File: src/rtl/bus_grant_pkg.sv
// bus_grant_pkg: shared types for the bus grant sequencer.
// State encoding, requester count and requester index type.
package bus_grant_pkg;

  localparam int unsigned NUM_REQ = 4;

  typedef logic [1:0] req_idx_t;

  typedef enum logic [1:0] {
    IDLE  = 2'd0,
    GRANT = 2'd1,
    GAP   = 2'd2
  } state_e;

endpackage

File: src/rtl/bus_grant_sequencer_rr_pick4.sv
// rr_pick4: combinational round-robin picker over 4 requesters.
// Ports: req_i requests, last_i last owner; winner_o, any_o.
module rr_pick4
  import bus_grant_pkg::*;
(
  input  logic [3:0] req_i,
  input  req_idx_t   last_i,
  output req_idx_t   winner_o,
  output logic       any_o
);

  req_idx_t idx;
  logic     found;

  // Scan starts one past the last owner and wraps,
  // so the last owner itself is checked last.
  always_comb begin
    winner_o = '0;
    found    = 1'b0;
    idx      = '0;
    for (int i = 1; i <= NUM_REQ; i++) begin
      idx = last_i + req_idx_t'(i);
      if (!found && req_i[idx]) begin
        winner_o = idx;
        found    = 1'b1;
      end
    end
  end

  assign any_o = |req_i;

endmodule

File: src/rtl/bus_grant_sequencer.sv
// bus_grant_sequencer: round-robin bus arbiter driving a 2-to-4
// decoder (sel, enable_n) with turnaround gaps and a burst cap.
// Ports: clock, reset (sync, active high), req[3:0],
// lock (only with BUS_GRANT_LOCK_EN), sel[1:0], enable_n, busy.
module bus_grant_sequencer
  import bus_grant_pkg::*;
#(
  parameter int unsigned TURNAROUND_CYCLES = 1,
  parameter int unsigned MAX_HOLD          = 8
) (
  input  logic       clock,
  input  logic       reset,
  input  logic [3:0] req,
`ifdef BUS_GRANT_LOCK_EN
  input  logic       lock,
`endif
  output logic [1:0] sel,
  output logic       enable_n,
  output logic       busy
);

  localparam logic [7:0] HOLD_MAX  = 8'(MAX_HOLD);
  localparam logic [7:0] HOLD_LAST = 8'(MAX_HOLD - 1);
  localparam logic [3:0] GAP_INIT  = 4'(TURNAROUND_CYCLES - 1);

  state_e     state_q, state_d;
  req_idx_t   sel_q, sel_d;
  req_idx_t   last_q, last_d;
  logic       en_n_q, en_n_d;
  logic       busy_q, busy_d;
  logic [7:0] hold_q, hold_d;
  logic [3:0] gap_q, gap_d;

  req_idx_t   winner;
  logic       any_req;
  logic [3:0] other_req;
  logic       preempt;

  rr_pick4 u_pick (
    .req_i    (req),
    .last_i   (last_q),
    .winner_o (winner),
    .any_o    (any_req)
  );

  assign other_req = req & ~(4'b0001 << sel_q);

`ifdef BUS_GRANT_LOCK_EN
  assign preempt = (hold_q >= HOLD_LAST) &&
                   (|other_req) && !lock;
`else
  assign preempt = (hold_q >= HOLD_LAST) &&
                   (|other_req);
`endif

  always_comb begin
    state_d = state_q;
    sel_d   = sel_q;
    last_d  = last_q;
    en_n_d  = en_n_q;
    hold_d  = hold_q;
    gap_d   = gap_q;
    unique case (state_q)
      IDLE: begin
        en_n_d = 1'b1;
        if (any_req) begin
          sel_d   = winner;
          en_n_d  = 1'b0;
          hold_d  = '0;
          state_d = GRANT;
        end
      end
      GRANT: begin
        en_n_d = 1'b0;
        if (hold_q != HOLD_MAX) begin
          hold_d = hold_q + 8'd1;
        end
        if (!req[sel_q] || preempt) begin
          en_n_d  = 1'b1;
          last_d  = sel_q;
          gap_d   = GAP_INIT;
          state_d = GAP;
        end
      end
      GAP: begin
        en_n_d = 1'b1;
        if (gap_q != 4'd0) begin
          gap_d = gap_q - 4'd1;
        end else if (any_req) begin
          sel_d   = winner;
          en_n_d  = 1'b0;
          hold_d  = '0;
          state_d = GRANT;
        end else begin
          state_d = IDLE;
        end
      end
      default: begin
        en_n_d  = 1'b1;
        state_d = IDLE;
      end
    endcase
    busy_d = (state_d != IDLE);
  end

  always_ff @(posedge clock) begin
    if (reset) begin
      state_q <= IDLE;
      sel_q   <= '0;
      last_q  <= 2'd3;
      en_n_q  <= 1'b1;
      busy_q  <= 1'b0;
      hold_q  <= '0;
      gap_q   <= '0;
    end else begin
      state_q <= state_d;
      sel_q   <= sel_d;
      last_q  <= last_d;
      en_n_q  <= en_n_d;
      busy_q  <= busy_d;
      hold_q  <= hold_d;
      gap_q   <= gap_d;
    end
  end

  assign sel      = sel_q;
  assign enable_n = en_n_q;
  assign busy     = busy_q;

endmodule

File: config.mk
export PLATFORM = sky130hd
export DESIGN_NAME = bus_grant_sequencer
export DESIGN_NICKNAME = d
export VERILOG_FILES = /design/src/rtl/bus_grant_pkg.sv /design/src/rtl/bus_grant_sequencer_rr_pick4.sv /design/src/rtl/bus_grant_sequencer.sv
export SDC_FILE = /design/constraint.sdc
export NUM_CORES = 1
export LEC_CHECK = 0
export BUFFER_PORTS_ARGS = -buffer_cell sky130_fd_sc_hd__buf_2
export CAP_MARGIN = 20
export CORE_MARGIN = 2
export CORE_UTILIZATION = 23
export DETAILED_ROUTE_END_ITERATION = 7
export PLACE_DENSITY = 0.46
export SYNTH_ARGS = -nofsm -noshare
export SYNTH_HDL_FRONTEND = slang
export SYNTH_SLANG_ARGS = --single-unit
export TNS_END_PERCENT = 10
File: constraint.sdc
create_clock -name clock -period 2.2 [get_ports clock]
set_input_delay 0.33 -clock clock [delete_from_list [all_inputs] [get_ports clock]]
set_output_delay 0.33 -clock clock [all_outputs]
set_load 0.1 [all_outputs]
After elaboration in Yosys (flattened, before gate mapping)

Index checks and enable logic that the tools add are counted.

Add/sub/neg operators: 5
Order comparisons: 6
Equality and inequality tests: 7
Shift operators: 1
Muxes and demuxes: 36
Bitwise operators: 2
Reductions and logical operators: 21

Operators with widths:

| operator              | count |
|---|---|
| $mux W8               | 3 |
| $pmux W8 S3           | 1 |
| $mux W2               | 9 |
| $lt A2 B3 Y1 const B  | 5 |
| $mux W1               | 12 |
| $bmux W1 S2           | 5 |
| $add A8 B1 Y8 const B | 1 |
| $ge A8 B3 Y1 const B  | 1 |
| $mux W4               | 2 |
| $ne A2 B2 Y1 const B  | 4 |
| $ne A8 B4 Y1 const B  | 1 |
| $pmux W4 S2           | 1 |
| $reduce_or A4 Y1      | 2 |
| $pmux W2 S3           | 1 |
| $reduce_and A3 Y1     | 2 |
| $reduce_bool A2 Y1    | 3 |
| $add A2 B2 Y2 const B | 2 |
| $and A4 B4 Y4         | 1 |
| $logic_and A1 B1 Y1   | 4 |
| $logic_not A1 Y1      | 4 |
| $not A4 Y4            | 1 |
| $pmux W2 S2           | 1 |
| $reduce_and A2 Y1     | 2 |
| $reduce_bool A4 Y1    | 1 |
| other kinds (9)       | 9 |

Register bits: 20
Output and inout bits: 4
Word-level logic and storage cells: 85

Longest topological paths before layout

Gate-level depths: netlist (run 1).

Word-level depth: 16
Gate-level depth with buffers: 9
Mapped depth without buffers: 6

By module

Synthesis (run 1) repeated with hierarchy kept, for this count alone.

Cells, all modules: 124
Area, all modules: 1066.0 um^2

Modules (own cells, without submodules):

| module              | instances | cells each | area each (um^2) |
|---|---|---|---|
| bus_grant_sequencer | 1         | 110        | 984.7 |
| rr_pick4            | 1         | 14         | 81.3 |

Worst setup path before layout (run 1)

Ideal clock, no wire load.

Kind: register -> register
Start point: register sel_q[0] (netlist: sel[0])
End point: register gap_q[2]
Library setup time: 140 ps
Arrival time: 2164 ps
Setup slack: -104 ps
Cell stages (with the launch flop): 5
Buffers on the path: 1
Clock period less this slack: 2304 ps
Path through: dfxtp_1 clkbuf_1 mux4_2 o21ai_1 a221oi_1

Cells in the longest elaborated chain, start to end: 8
Elaborated cells between the ends (all ways): 11

Ends and longest elaborated chain:

| element                       | RTL line                   | RTL |
|---|---|---|
| from (decl)                   | bus_grant_sequencer.sv:27  | `req_idx_t sel_q, sel_d;` |
| from (signal assigned)        | bus_grant_sequencer.sv:117 | `sel_q <= sel_d;` |
| $shl A1 B2 Y4                 | bus_grant_sequencer.sv:46  | `assign other_req = req & ~(4'b0001 << sel_q);` |
| $not A4 Y4                    | bus_grant_sequencer.sv:46  |  |
| $and A4 B4 Y4                 | bus_grant_sequencer.sv:46  |  |
| $reduce_or A4 Y1              | bus_grant_sequencer.sv:53  | `(\|other_req);` |
| $logic_and A1 B1 Y1           | bus_grant_sequencer.sv:52  | `assign preempt = (hold_q >= HOLD_LAST) &&` |
| $logic_or A1 B1 Y1 *          | bus_grant_sequencer.sv:78  | `if (!req[sel_q] \|\| preempt) begin` |
| $ne A2 B2 Y1 (no line) *      | -                          |  |
| $reduce_and A3 Y1 (no line) * | -                          |  |
| to (signal assigned)          | bus_grant_sequencer.sv:122 | `gap_q <= gap_d;` |
| to (decl)                     | bus_grant_sequencer.sv:32  | `logic [3:0] gap_q, gap_d;` |

Every way passes the cells marked *; elsewhere a longest branch is shown, timed or not. The select of a mux whose other input is x is not followed.
A chain may end at the register's enable or synchronous reset.

Worst setup path in the final report (run 1)

Start point: register gap_q[0]
End point: register hold_q[4]

Cells in the longest elaborated chain, start to end: 3

Ends and longest elaborated chain:

| element                     | RTL line                   | RTL |
|---|---|---|
| $reduce_bool A4 Y1          | bus_grant_sequencer.sv:87  | `if (gap_q != 4'd0) begin` |
| $ne A2 B2 Y1 (no line)      | -                          |  |
| $reduce_and A3 Y1 (no line) | -                          |  |
| to (signal assigned)        | bus_grant_sequencer.sv:121 | `hold_q <= hold_d;` |
| to (decl)                   | bus_grant_sequencer.sv:31  | `logic [7:0] hold_q, hold_d;` |

Every way passes these cells.

==> results of run 1 <==
-- Yosys cell counts (2+ instances only) --
cell type	count	share of area
a211o_1	2	0.014
a211oi_1	4	0.024
a21oi_1	13	0.051
a221oi_1	2	0.014
a22o_1	3	0.021
a22oi_1	2	0.012
a31oi_1	2	0.0098
buf_6	2	0.018
clkbuf_1	8	0.024
dfxtp_1	20	0.31
ha_1	3	0.029
inv_1	9	0.027
mux2i_1	7	0.055
nand2_1	13	0.038
nand2b_1	2	0.0098
nand3_1	12	0.047
nor2_1	7	0.021
nor2b_1	3	0.015
nor3_1	8	0.031
nor4_1	2	0.0098
o21ai_0	6	0.024
or3_1	6	0.029
-- sequential cells by signal, indices dropped and copies added, names as in the netlist --
| register | count |
|---|---|
| busy | 1 |
| enable_n | 1 |
| gap_q | 4 |
| hold_q | 8 |
| last_q | 2 |
| sel | 2 |
| state_q | 2 |
-- where the power goes --
| group | leakage (nW) | switching (mW) | internal (mW) | total, mW |
|---|---|---|---|---|
| clock network | 0.0288 | 0.132 | 0.159 | 0.292 |
| registers | 0.164 | 0.0469 | 0.393 | 0.440 |
| logic | 0.333 | 0.226 | 0.114 | 0.340 |
-- area by class of cell --
cell class                 instances  area (µm²)  area share
multi-input combinational        117       778.2      0.5262
sequential                        20       401.6      0.2716
timing repair buffer              19       120.1     0.08122
tap                               72       90.09     0.06091
clock buffer                       4       55.05     0.03723
inverter                           9       33.78     0.02284
-- metrics by stage --
step / setup WS, ns / cell area (µm²) / util / total power [mW] / instances
5_1_grt: 0.04346 / 1479 / 0.2719 / 1.144 / 241
3_5_place_dp: 0.2034 / 1424 / 0.2618 / 0.7885 / 237
4_1_cts: 0.1744 / 1479 / 0.2719 / 1.084 / 241
6_report: 0.1905 / 1479 / 0.2719 / 1.072 / 241
3_3_place_gp: 0.2137 / 1424 / 0.2618 / 0.7952 / 237
2_1_floorplan: 0.07716 / 1275 / - / 0.7052 / 158
-- metal layers --
layer | GRT usage | part of all wire
met1 | 0.1427 | 0.53
met2 | 0.1638 | 0.44
met3 | 0.01954 | 0.030
met4 | 0.03158 | 0.0041
met5 | 0 | 0
-- kinds of logic (layout without fill, tap and decap cells) --
| logic type | after synthesis | count (layout) | synth area share |
|---|---|---|---|
| adder cells (fa/ha/maj) | 3 | 3 | 0.02947 |
| buffers and inverters | 21 | 32 | 0.07465 |
| multiplexers | 9 | 9 | 0.08153 |
| AO/OA/AOI/OAI | 47 | 47 | 0.2672 |
| AND/OR/NAND/NOR | 57 | 57 | 0.2260 |
| XOR/XNOR | 1 | 1 | 0.006877 |
| flip-flops | 20 | 20 | 0.3143 |
-- worst max path at each step --
stage | endpoint | slack (ns) | cells after the start
finish | hold_q[4] | 0.19 | 7
floorplan | gap_q[2] | 0.08 | 4
CTS | hold_q[3] | 0.17 | 7
detailed placement | hold_q[3] | 0.20 | 7
global route | hold_q[3] | 0.04 | 7
global placement | hold_q[4] | 0.21 | 7
-- worst min-delay path: stages --
cell,delay (ns)
buf_2,0.13
o21bai_1,0.13
a31oi_1,0.08
==> flow_metrics.env, run 1 <==
export IMPL_ant_nets=0
export IMPL_grt_pass1_wl_mm=5.216
export IMPL_core_area_mm2=0.005439
export IMPL_globalplace_congestion=0.7155
export IMPL_cts_made_buffers=3
export IMPL_final_hold_violation_count=0
export IMPL_layout_worst_path_cycle_share=0.9134
export IMPL_critPathKind="register to register"
export IMPL_cpMaxStageDelayCell="or3b_1"
export IMPL_synth_nets=167
export IMPL_synth_edff_count=0
export IMPL_r2r_start="gap_q[0]"
export IMPL_die_y_um=78.42
export IMPL_finalSetupTns_ns=0
export IMPL_n_fill_cell=589
export IMPL_cts_setup_buffers=0
export IMPL_syn_to_final_growth_pct=16.11
export IMPL_grt_max_degree=20
export IMPL_grt_total_usage=0.1036
export IMPL_cts_sinks=20
export IMPL_end_kind="register"
export IMPL_reg2reg_to="hold_q[4]"
export IMPL_drt_iter0_drc=41
export IMPL_ios=10
export IMPL_whs_ns=0.4500
export IMPL_drc=0
export IMPL_power_density_mw_per_mm2=724.5
export IMPL_worstPathCellList="inv_1 -> ha_1 -> or3b_1 -> a211o_1 -> buf_4 -> a21oi_1 -> mux2i_1"
export IMPL_dr_pass1_iters=4
export IMPL_fin_crit_ns=2.009
export IMPL_start_kind="register"
export IMPL_antenna_cells=0
export IMPL_clk_latency_ns=0.26
export IMPL_r2r_cells=7
export IMPL_critPathArrivalTime_ns=2.20
export IMPL_postSynthAreaPerCell_um2=8.062
export IMPL_grt_overflow_total=0
export IMPL_worstPathRequired_ns=2.39
export IMPL_dp_hpwl_mm=2.122
export IMPL_rsz0062_at_grt="no"
export IMPL_leakage_nw=0.5254
export IMPL_mostFrequentLayoutCells="19 x dfxtp_1, 13 x a21oi_1, 13 x nand2_1"
export IMPL_synth_area_mm2=0.001274
export IMPL_min_delay_start="req[2]"
export IMPL_critPathBufInv=2
export IMPL_antenna_found_initial=0
export IMPL_yosysSeqAreaShare=0.3143
export IMPL_ctsHoldBuffers=0
export IMPL_rows=27
export IMPL_fmax_mhz=497.6
export IMPL_drt_wl_total_mm=2.896
export IMPL_ctsHtreeMaxLevel=1
export IMPL_tightest_slew_ns=0.4909
export IMPL_synth_seq_cells=20
export IMPL_tritoncts="done"
export IMPL_clk_pin_slew_worst_paths_ns=0.08
export IMPL_nNetsFinal=179
export IMPL_vias=1164
export IMPL_worstPathMaxFanout=7
export IMPL_port_buffer_count=9
export IMPL_peakVddDrop_mv=0.2618
export IMPL_outcome="finished clean"
export IMPL_cts_resized=0
export IMPL_cts_root_buf="clkbuf_8"
export IMPL_wl_per_cell_um=12.02
export IMPL_die_w_um=78.42
export IMPL_cp_startpoint="gap_q[0]"
export IMPL_viasPerCell=4.830
export IMPL_whs_path_depth=3
export IMPL_drive_gt1_frac=0.1598
export IMPL_hp_class="input pin to register"
export IMPL_synth_ff_type="dfxtp_1"
export IMPL_initial_utilization=0.2342
export IMPL_synthArstFlopShare=0
export IMPL_grt_pass1_vias=1117
export IMPL_synth_cell_types=44
export IMPL_setup_viol=0
export IMPL_slew_headroom=0.6750
export IMPL_syn_inst=158
export IMPL_clock_path_buffers=2
export IMPL_drv_slew=0
export IMPL_final_common_cell="dfxtp_1"
export IMPL_ff2ff_setup_slack_ns=0.19
export IMPL_critical_path_top_delay_family="compound AO/OA/AOI/OAI gates"
export IMPL_holdPathEnd="sel[0]"
export IMPL_yosys_warnings=0
export IMPL_fin_worst_skew_ns=0.005102
export IMPL_critPathMaxStageDelay_ns=0.40
export IMPL_drv_cap=0
export IMPL_dieArea_mm2=0.006149
Note: power is estimated with default switching activity, not from simulation.
==> inputs of run 2 (changes only) <==
--- a/config.mk
+++ b/config.mk
@@ -5,6 +5,7 @@
 export SDC_FILE = /design/constraint.sdc
 export NUM_CORES = 1
 export LEC_CHECK = 0
+export ABC_AREA = 1
 export BUFFER_PORTS_ARGS = -buffer_cell sky130_fd_sc_hd__buf_2
 export CAP_MARGIN = 20
 export CORE_MARGIN = 2
==> run 2 against run 1 <==
  * Total power grew 30%
  * Clock power grew 29%
  * Fmax grew 27%
  * Cell area grew 3.0%
  * Synthesized cell count grew 32%
  * Critical path depth shrank 6
  * Clock skew grew 0.0034 ns
  * Setup slack gained 0.43 ns
  * Sequential share of layout area shrank 0.88 points
  * Non-clock buffer count shrank 10
  * Core utilization grew 0.15 points
  * Critical endpoint is now sel[0]
  * Highest routed layer unchanged
==> flow_metrics.env, run 2 <==
export IMPL_fmax_mhz=632.5
export IMPL_clk_pin_slew_worst_paths_ns=0.08
export IMPL_largestRegisters="hold_q: 8 flops, gap_q: 4 flops"
export IMPL_port_buffer_count=9
export IMPL_mostFrequentLayoutCells="65 x nand2_1, 24 x nand3_1, 20 x dfxtp_1"
export IMPL_die_w_um=80.44
export IMPL_final_common_cell="nand2_1"
export IMPL_layout_worst_path_cycle_share=0.7186
export IMPL_fin_worst_skew_ns=0.008460
export IMPL_nNetsFinal=226
export IMPL_synth_area_mm2=0.001344
export IMPL_clockPowerShare=0.270
export IMPL_dp_hpwl_mm=2.238
export IMPL_end_kind="output port"
export IMPL_dpl_cell_count=284
export IMPL_power_density_mw_per_mm2=917.0
export IMPL_fin_total_pwr_mw=1.398
export IMPL_drt_iter0_drc=72
export IMPL_core_area_mm2=0.005574
export IMPL_worstPathCellList="buf_2"
export IMPL_hp_class="input pin to register"
export IMPL_preCtsSetupSlack_ns=0.6981
export IMPL_cellInternalPower_mw=0.8004
export IMPL_synth_nets=217
export IMPL_clk_latency_ns=0.26
export IMPL_cp_startpoint="sel[0]"
export IMPL_ff2ff_setup_slack_ns=0.69
export IMPL_seq_power_share=0.333
export IMPL_fin_cells=288
export IMPL_whs_path_depth=2
export IMPL_r2r_cells=9
export IMPL_largest_reg_flops=8
export IMPL_ios=10
export IMPL_worstPathMaxFanout=8
export IMPL_ctsHtreeMaxLevel=1
export IMPL_cts_setup_buffers=0
export IMPL_synth_largest_area_cell="dfxtp_1"
export IMPL_p_sw_mw=0.5972
export IMPL_reg2reg_to="hold_q[3]"
export IMPL_ant_nets=0
export IMPL_cts_sinks=20
export IMPL_initial_utilization=0.2411
export IMPL_grt_pass1_wl_mm=5.050
export IMPL_worstPathRequired_ns=1.87
export IMPL_rows=27
export IMPL_clock_path_buffers=2
export IMPL_synthArstFlopShare=0
export IMPL_drive_gt1_frac=0.2176
export IMPL_slew_headroom=0.6764
export IMPL_regMostFlops="hold_q"
export IMPL_yosysMostFrequentCell="nand2_1"
export IMPL_syn_inst=208
export IMPL_synth_cell_types=28
export IMPL_peakVddDrop_mv=0.4394
export IMPL_critical_path_top_delay_family="flip-flops"
export IMPL_postSynthAreaPerCell_um2=6.461
export IMPL_worst_slack_ns=0.6190
export IMPL_utilization=0.2734
export IMPL_r2r_start="hold_q[0]"
export IMPL_grt_total_usage=0.09859
export IMPL_setup_viol=0
export IMPL_drc=0
export IMPL_fin_crit_ns=1.581
export IMPL_yosys_warnings=0
export IMPL_synth_edff_count=0
export IMPL_grt_overflow_total=0
export IMPL_switching_share=0.4273
export IMPL_die_y_um=80.44
export IMPL_antenna_cells=0
export IMPL_synth_commonest_cells="65 x nand2_1, 24 x nand3_1, 20 x dfxtp_1, 19 x nor2_1, 13 x inv_2"
export IMPL_synthTopCellsByArea="dfxtp_1 30%, nand2_1 18%, nand3_1 8.9%"
export IMPL_min_delay_start="reset"
export IMPL_cpMaxStageDelayCell="dfxtp_1"
export IMPL_vias=1252
export IMPL_drt_wl_total_mm=2.938
export IMPL_grt_max_degree=13
export IMPL_drv_slew=0
export IMPL_dieArea_mm2=0.006470
export IMPL_critPathBufInv=1
export IMPL_cts_resized=0
export IMPL_rsz0062_at_grt="no"
export IMPL_synth_seq_cells=20
export IMPL_dr_pass1_iters=4
export IMPL_start_kind="register"
export IMPL_outcome="finished clean"
export IMPL_ctsHoldBuffers=0
export IMPL_grt_pass1_vias=1165
export IMPL_cts_root_buf="clkbuf_8"
export IMPL_critPathMaxStageDelay_ns=0.49
export IMPL_cts_made_buffers=3
export IMPL_syn_to_final_growth_pct=13.41
export IMPL_tritoncts="done"
export IMPL_synth_ff_type="dfxtp_1"
export IMPL_tightest_slew_ns=0.4888
export IMPL_globalplace_congestion=0.7765
export IMPL_final_hold_violation_count=0
export IMPL_critPathKind="register to output port"
export IMPL_critPathArrivalTime_ns=1.25
export IMPL_drv_cap=0
export IMPL_p_comb_frac=0.397
export IMPL_finalSetupTns_ns=0
export IMPL_viasPerCell=4.347
export IMPL_yosysTopAreaCellShare=0.2980
export IMPL_wl_per_cell_um=10.20
export IMPL_yosysSeqAreaShare=0.2980
export IMPL_holdPathEnd="gap_q[2]"
export IMPL_leakage_nw=0.6914
export IMPL_antenna_found_initial=0
[run 2: cell count changes in the layout (fill, tap and decap cells not counted), moves of 7 or more]
cell	previous run	this run
inv_2	0	13
buf_4	10	0
nand3_1	12	24
nor2_1	7	19
mux2i_1	7	0
nand2_1	13	65
nor3_1	8	0
[run 2: worst max-delay path by stage]
stage,endpoint,slack (ns),depth (start not counted)
2_1_floorplan,gap_q[3],0.30,8
3_3_place_gp,sel[0],0.66,10
3_5_place_dp,hold_q[3],0.70,9
4_1_cts,sel[0],0.61,1
5_1_grt,sel[0],0.54,10
6_report,sel[0],0.62,1
[run 2: cell families after synthesis]
group                    Yosys count  synth area share
AND/OR/NAND/NOR                  126            0.4311
XOR/XNOR                           4           0.03166
buffers and inverters             28           0.08380
flip-flops                        20            0.2979
AO/OA/AOI/OAI                     27            0.1276
adder cells (fa/ha/maj)            3           0.02794
[run 2: stage by stage]
stage,hold slack (ns),area (µm²)
after floorplan,0.4479,1344
after global placement,0.4595,1453
after detailed placement,0.4662,1453
after CTS,0.3718,1524
after global routing,0.3791,1524
final,0.3720,1524
[run 2: power by group through the flow]
stage / clock network, mW / registers (mW) / logic [mW]
after floorplan: 0 / 0.575 / 0.360
after global placement: 0 / 0.476 / 0.563
after detailed placement: 0 / 0.475 / 0.558
after CTS: 0.389 / 0.466 / 0.561
after global routing: 0.406 / 0.473 / 0.621
final: 0.377 / 0.466 / 0.555
[run 2: final cells by class]
class	count	area (µm²)
clock buffer	3	41.29
clock inverter	1	30.03
fill	631	4050
inverter	23	86.33
multi-input combinational	160	830.8
sequential	20	400.4
tap	72	90.09
timing repair buffer	9	45.04
[run 2: metal layers]
layer / wire length, µm / track usage / up-vias
li1: - / - / 687
met1: 1490 / 0.1190 / 560
met2: 1373 / 0.1683 / 3
met3: 43 / 0.02472 / 2
met4: 29 / 0.03559 / 0
met5: 0 / 0 / -
==> inputs of run 3 (changes only) <==
==> constraint.sdc (replaced) <==
create_clock -name clock -period 1.5 [get_ports clock]
set_input_delay 0.225 -clock clock [delete_from_list [all_inputs] [get_ports clock]]
set_output_delay 0.225 -clock clock [all_outputs]
set_load 0.1 [all_outputs]
==> run 3 against run 2 <==
  * Sequential power is 47% higher
  * Clock skew is 0.0022 ns lower
  * Setup slack worse by 0.55 ns
  * Flip-flop and latch count stayed put
  * Critical endpoint is now gap_q[1]
  * Largest power group unchanged
==> flow_metrics.env, run 3 (same netlist as run 2, synthesis figures left out) <==
export IMPL_outcome="finished clean"
export IMPL_start_kind="register"
export IMPL_p_sw_mw=0.8894
export IMPL_viasPerCell=4.366
export IMPL_r2r_cells=8
export IMPL_tritoncts="done"
export IMPL_nNetsFinal=236
export IMPL_grt_max_degree=12
export IMPL_worstPathMaxFanout=7
export IMPL_die_w_um=80.44
export IMPL_setup_viol=0
export IMPL_layout_worst_path_cycle_share=0.9525
export IMPL_drt_iter0_drc=24
export IMPL_whs_path_depth=2
export IMPL_finalSetupTns_ns=0
export IMPL_core_area_mm2=0.005574
export IMPL_grt_pass1_wl_mm=5.126
export IMPL_fin_total_pwr_mw=1.960
export IMPL_rows=27
export IMPL_worstPathRequired_ns=1.70
export IMPL_power_density_mw_per_mm2=1217
export IMPL_syn_to_final_growth_pct=19.93
export IMPL_clock_path_buffers=2
export IMPL_ctsHtreeMaxLevel=1
export IMPL_n_fill_cell=632
export IMPL_globalplace_congestion=0.7864
export IMPL_final_common_cell="nand2_1"
export IMPL_leakage_nw=0.7319
export IMPL_dp_hpwl_mm=2.271
export IMPL_regMostFlops="hold_q"
export IMPL_seq_area_um2=411.6
export IMPL_clockPowerShare=0.191
export IMPL_vias=1301
export IMPL_critPathKind="register to register"
export IMPL_end_kind="register"
export IMPL_largestRegisters="hold_q: 8 flops, gap_q: 4 flops"
export IMPL_utilization=0.2891
export IMPL_critPathMaxStageDelay_ns=0.34
export IMPL_multi_input_comb_area_um2=862.1
export IMPL_port_buffer_count=9
export IMPL_wl_per_cell_um=10.12
export IMPL_cts_made_buffers=3
export IMPL_cpMaxStageDelayCell="dfxtp_2"
export IMPL_drive_gt1_frac=0.2965
export IMPL_peakVddDrop_mv=0.5655
export IMPL_critPathArrivalTime_ns=1.63
export IMPL_grt_overflow_total=0
export IMPL_ctsHoldBuffers=0
export IMPL_antenna_found_initial=0
export IMPL_fin_crit_ns=1.429
export IMPL_cellInternalPower_mw=1.071
export IMPL_die_y_um=80.44
export IMPL_final_hold_violation_count=0
export IMPL_grt_total_usage=0.1002
export IMPL_path_common_cell="nand2_1"
export IMPL_cts_root_buf="clkbuf_8"
export IMPL_clk_pin_slew_worst_paths_ns=0.08
export IMPL_drt_wl_total_mm=3.016
export IMPL_fmax_mhz=699.9
export IMPL_worstPathCellList="ha_2 -> a21oi_1 -> nand2_1 -> o21ai_2 -> nand3_4 -> nand2_4 -> nand2_1 -> a21oi_2"
export IMPL_seq_power_share=0.349
export IMPL_antenna_cells=0
export IMPL_mostFrequentLayoutCells="63 x nand2_1, 24 x nand3_1, 19 x nor2_1"
export IMPL_ant_nets=0
export IMPL_clk_latency_ns=0.26
export IMPL_drc=0
export IMPL_slew_headroom=0.6787
export IMPL_ios=10
export IMPL_drv_slew=0
export IMPL_grt_pass1_vias=1181
export IMPL_rsz0062_at_grt="yes"
export IMPL_hp_class="input pin to register"
export IMPL_dieArea_mm2=0.006470
export IMPL_dr_pass1_iters=5
export IMPL_switching_share=0.4537
export IMPL_tightest_slew_ns=0.4853
export IMPL_largest_reg_flops=8
export IMPL_p_comb_frac=0.459
export IMPL_fin_worst_skew_ns=0.006236
export IMPL_initial_utilization=0.2411
export IMPL_drv_cap=0
export IMPL_cts_sinks=20
[run 3: cell types whose count changed in the layout (fill, tap and decap cells not counted), moves of 2 or more]
| cell | delta |
|---|---|
| buf_4 | +8 |
| dfxtp_1 | -5 |
| dfxtp_2 | +3 |
| nand2_2 | +3 |
| dfxtp_4 | +2 |
| ha_1 | -2 |
| inv_1 | -2 |
| inv_2 | +2 |
| nand2_1 | -2 |
[run 3: final cells by class]
cell class | count | area share
clock inverter | 1 | 0.002329
timing repair buffer | 18 | 0.07221
clock buffer | 3 | 0.02562
tap | 72 | 0.05590
multi-input combinational | 161 | 0.5349
inverter | 23 | 0.05357
sequential | 20 | 0.2554
[run 3: power groups by stage]
stage               sequential [mW]  clock [mW]  combinational (mW)
floorplan                     0.853           0               0.527
global placement              0.695           0               0.874
detailed placement            0.693           0               0.868
CTS                           0.681       0.390               0.872
global route                  0.698       0.418               0.996
finish                        0.685       0.375               0.901
[run 3: path summary, 6_finish.rpt]
check / startpoint / end / slack, ns
hold / removal: reset / gap_q[1] / 0.27
setup / recovery: hold_q[0] / gap_q[1] / 0.07
hold reg to reg: gap_q[1] / gap_q[1] / 0.49
setup reg to reg: hold_q[0] / gap_q[1] / 0.07
[run 3: what timing repair did]
action / in CTS / in global routing
setup buffers: 0 / 2
endpoints found under the setup margin: 3 / 5
pin swaps: 0 / 5
gates resized for setup: 1 / 11
gates cloned: 0 / 1
[run 3: per-layer routing]
metal  up-vias  global-route usage  share of wire
li1        712                   -              -
met1       572              0.1278           0.49
met2        10              0.1625           0.46
met3         7             0.02809          0.026
met4         0             0.03220          0.019
met5         -                   0              0
[run 3: through the flow]
stage / cells / setup WS (ns) / area [µm²] / hold slack [ns]
2_1_floorplan: 208 / 0.1341 / 1351 / 0.4479
3_3_place_gp: 291 / 0.01064 / 1513 / 0.4584
3_5_place_dp: 291 / -0.002868 / 1513 / 0.4625
4_1_cts: 295 / 0.04547 / 1560 / 0.2702
5_1_grt: 298 / -0.01291 / 1612 / 0.2765
6_report: 298 / 0.07122 / 1612 / 0.2677
[run 3: worst max-delay path: cells and delay by family (launching register included)]
| family | cells | cell delay, ns |
|---|---|---|
| AND/OR/NAND/NOR | 4 | 0.42 |
| AO/OA/AOI/OAI | 3 | 0.38 |
| flip-flops | 1 | 0.34 |
| adder cells (fa/ha/maj) | 1 | 0.22 |
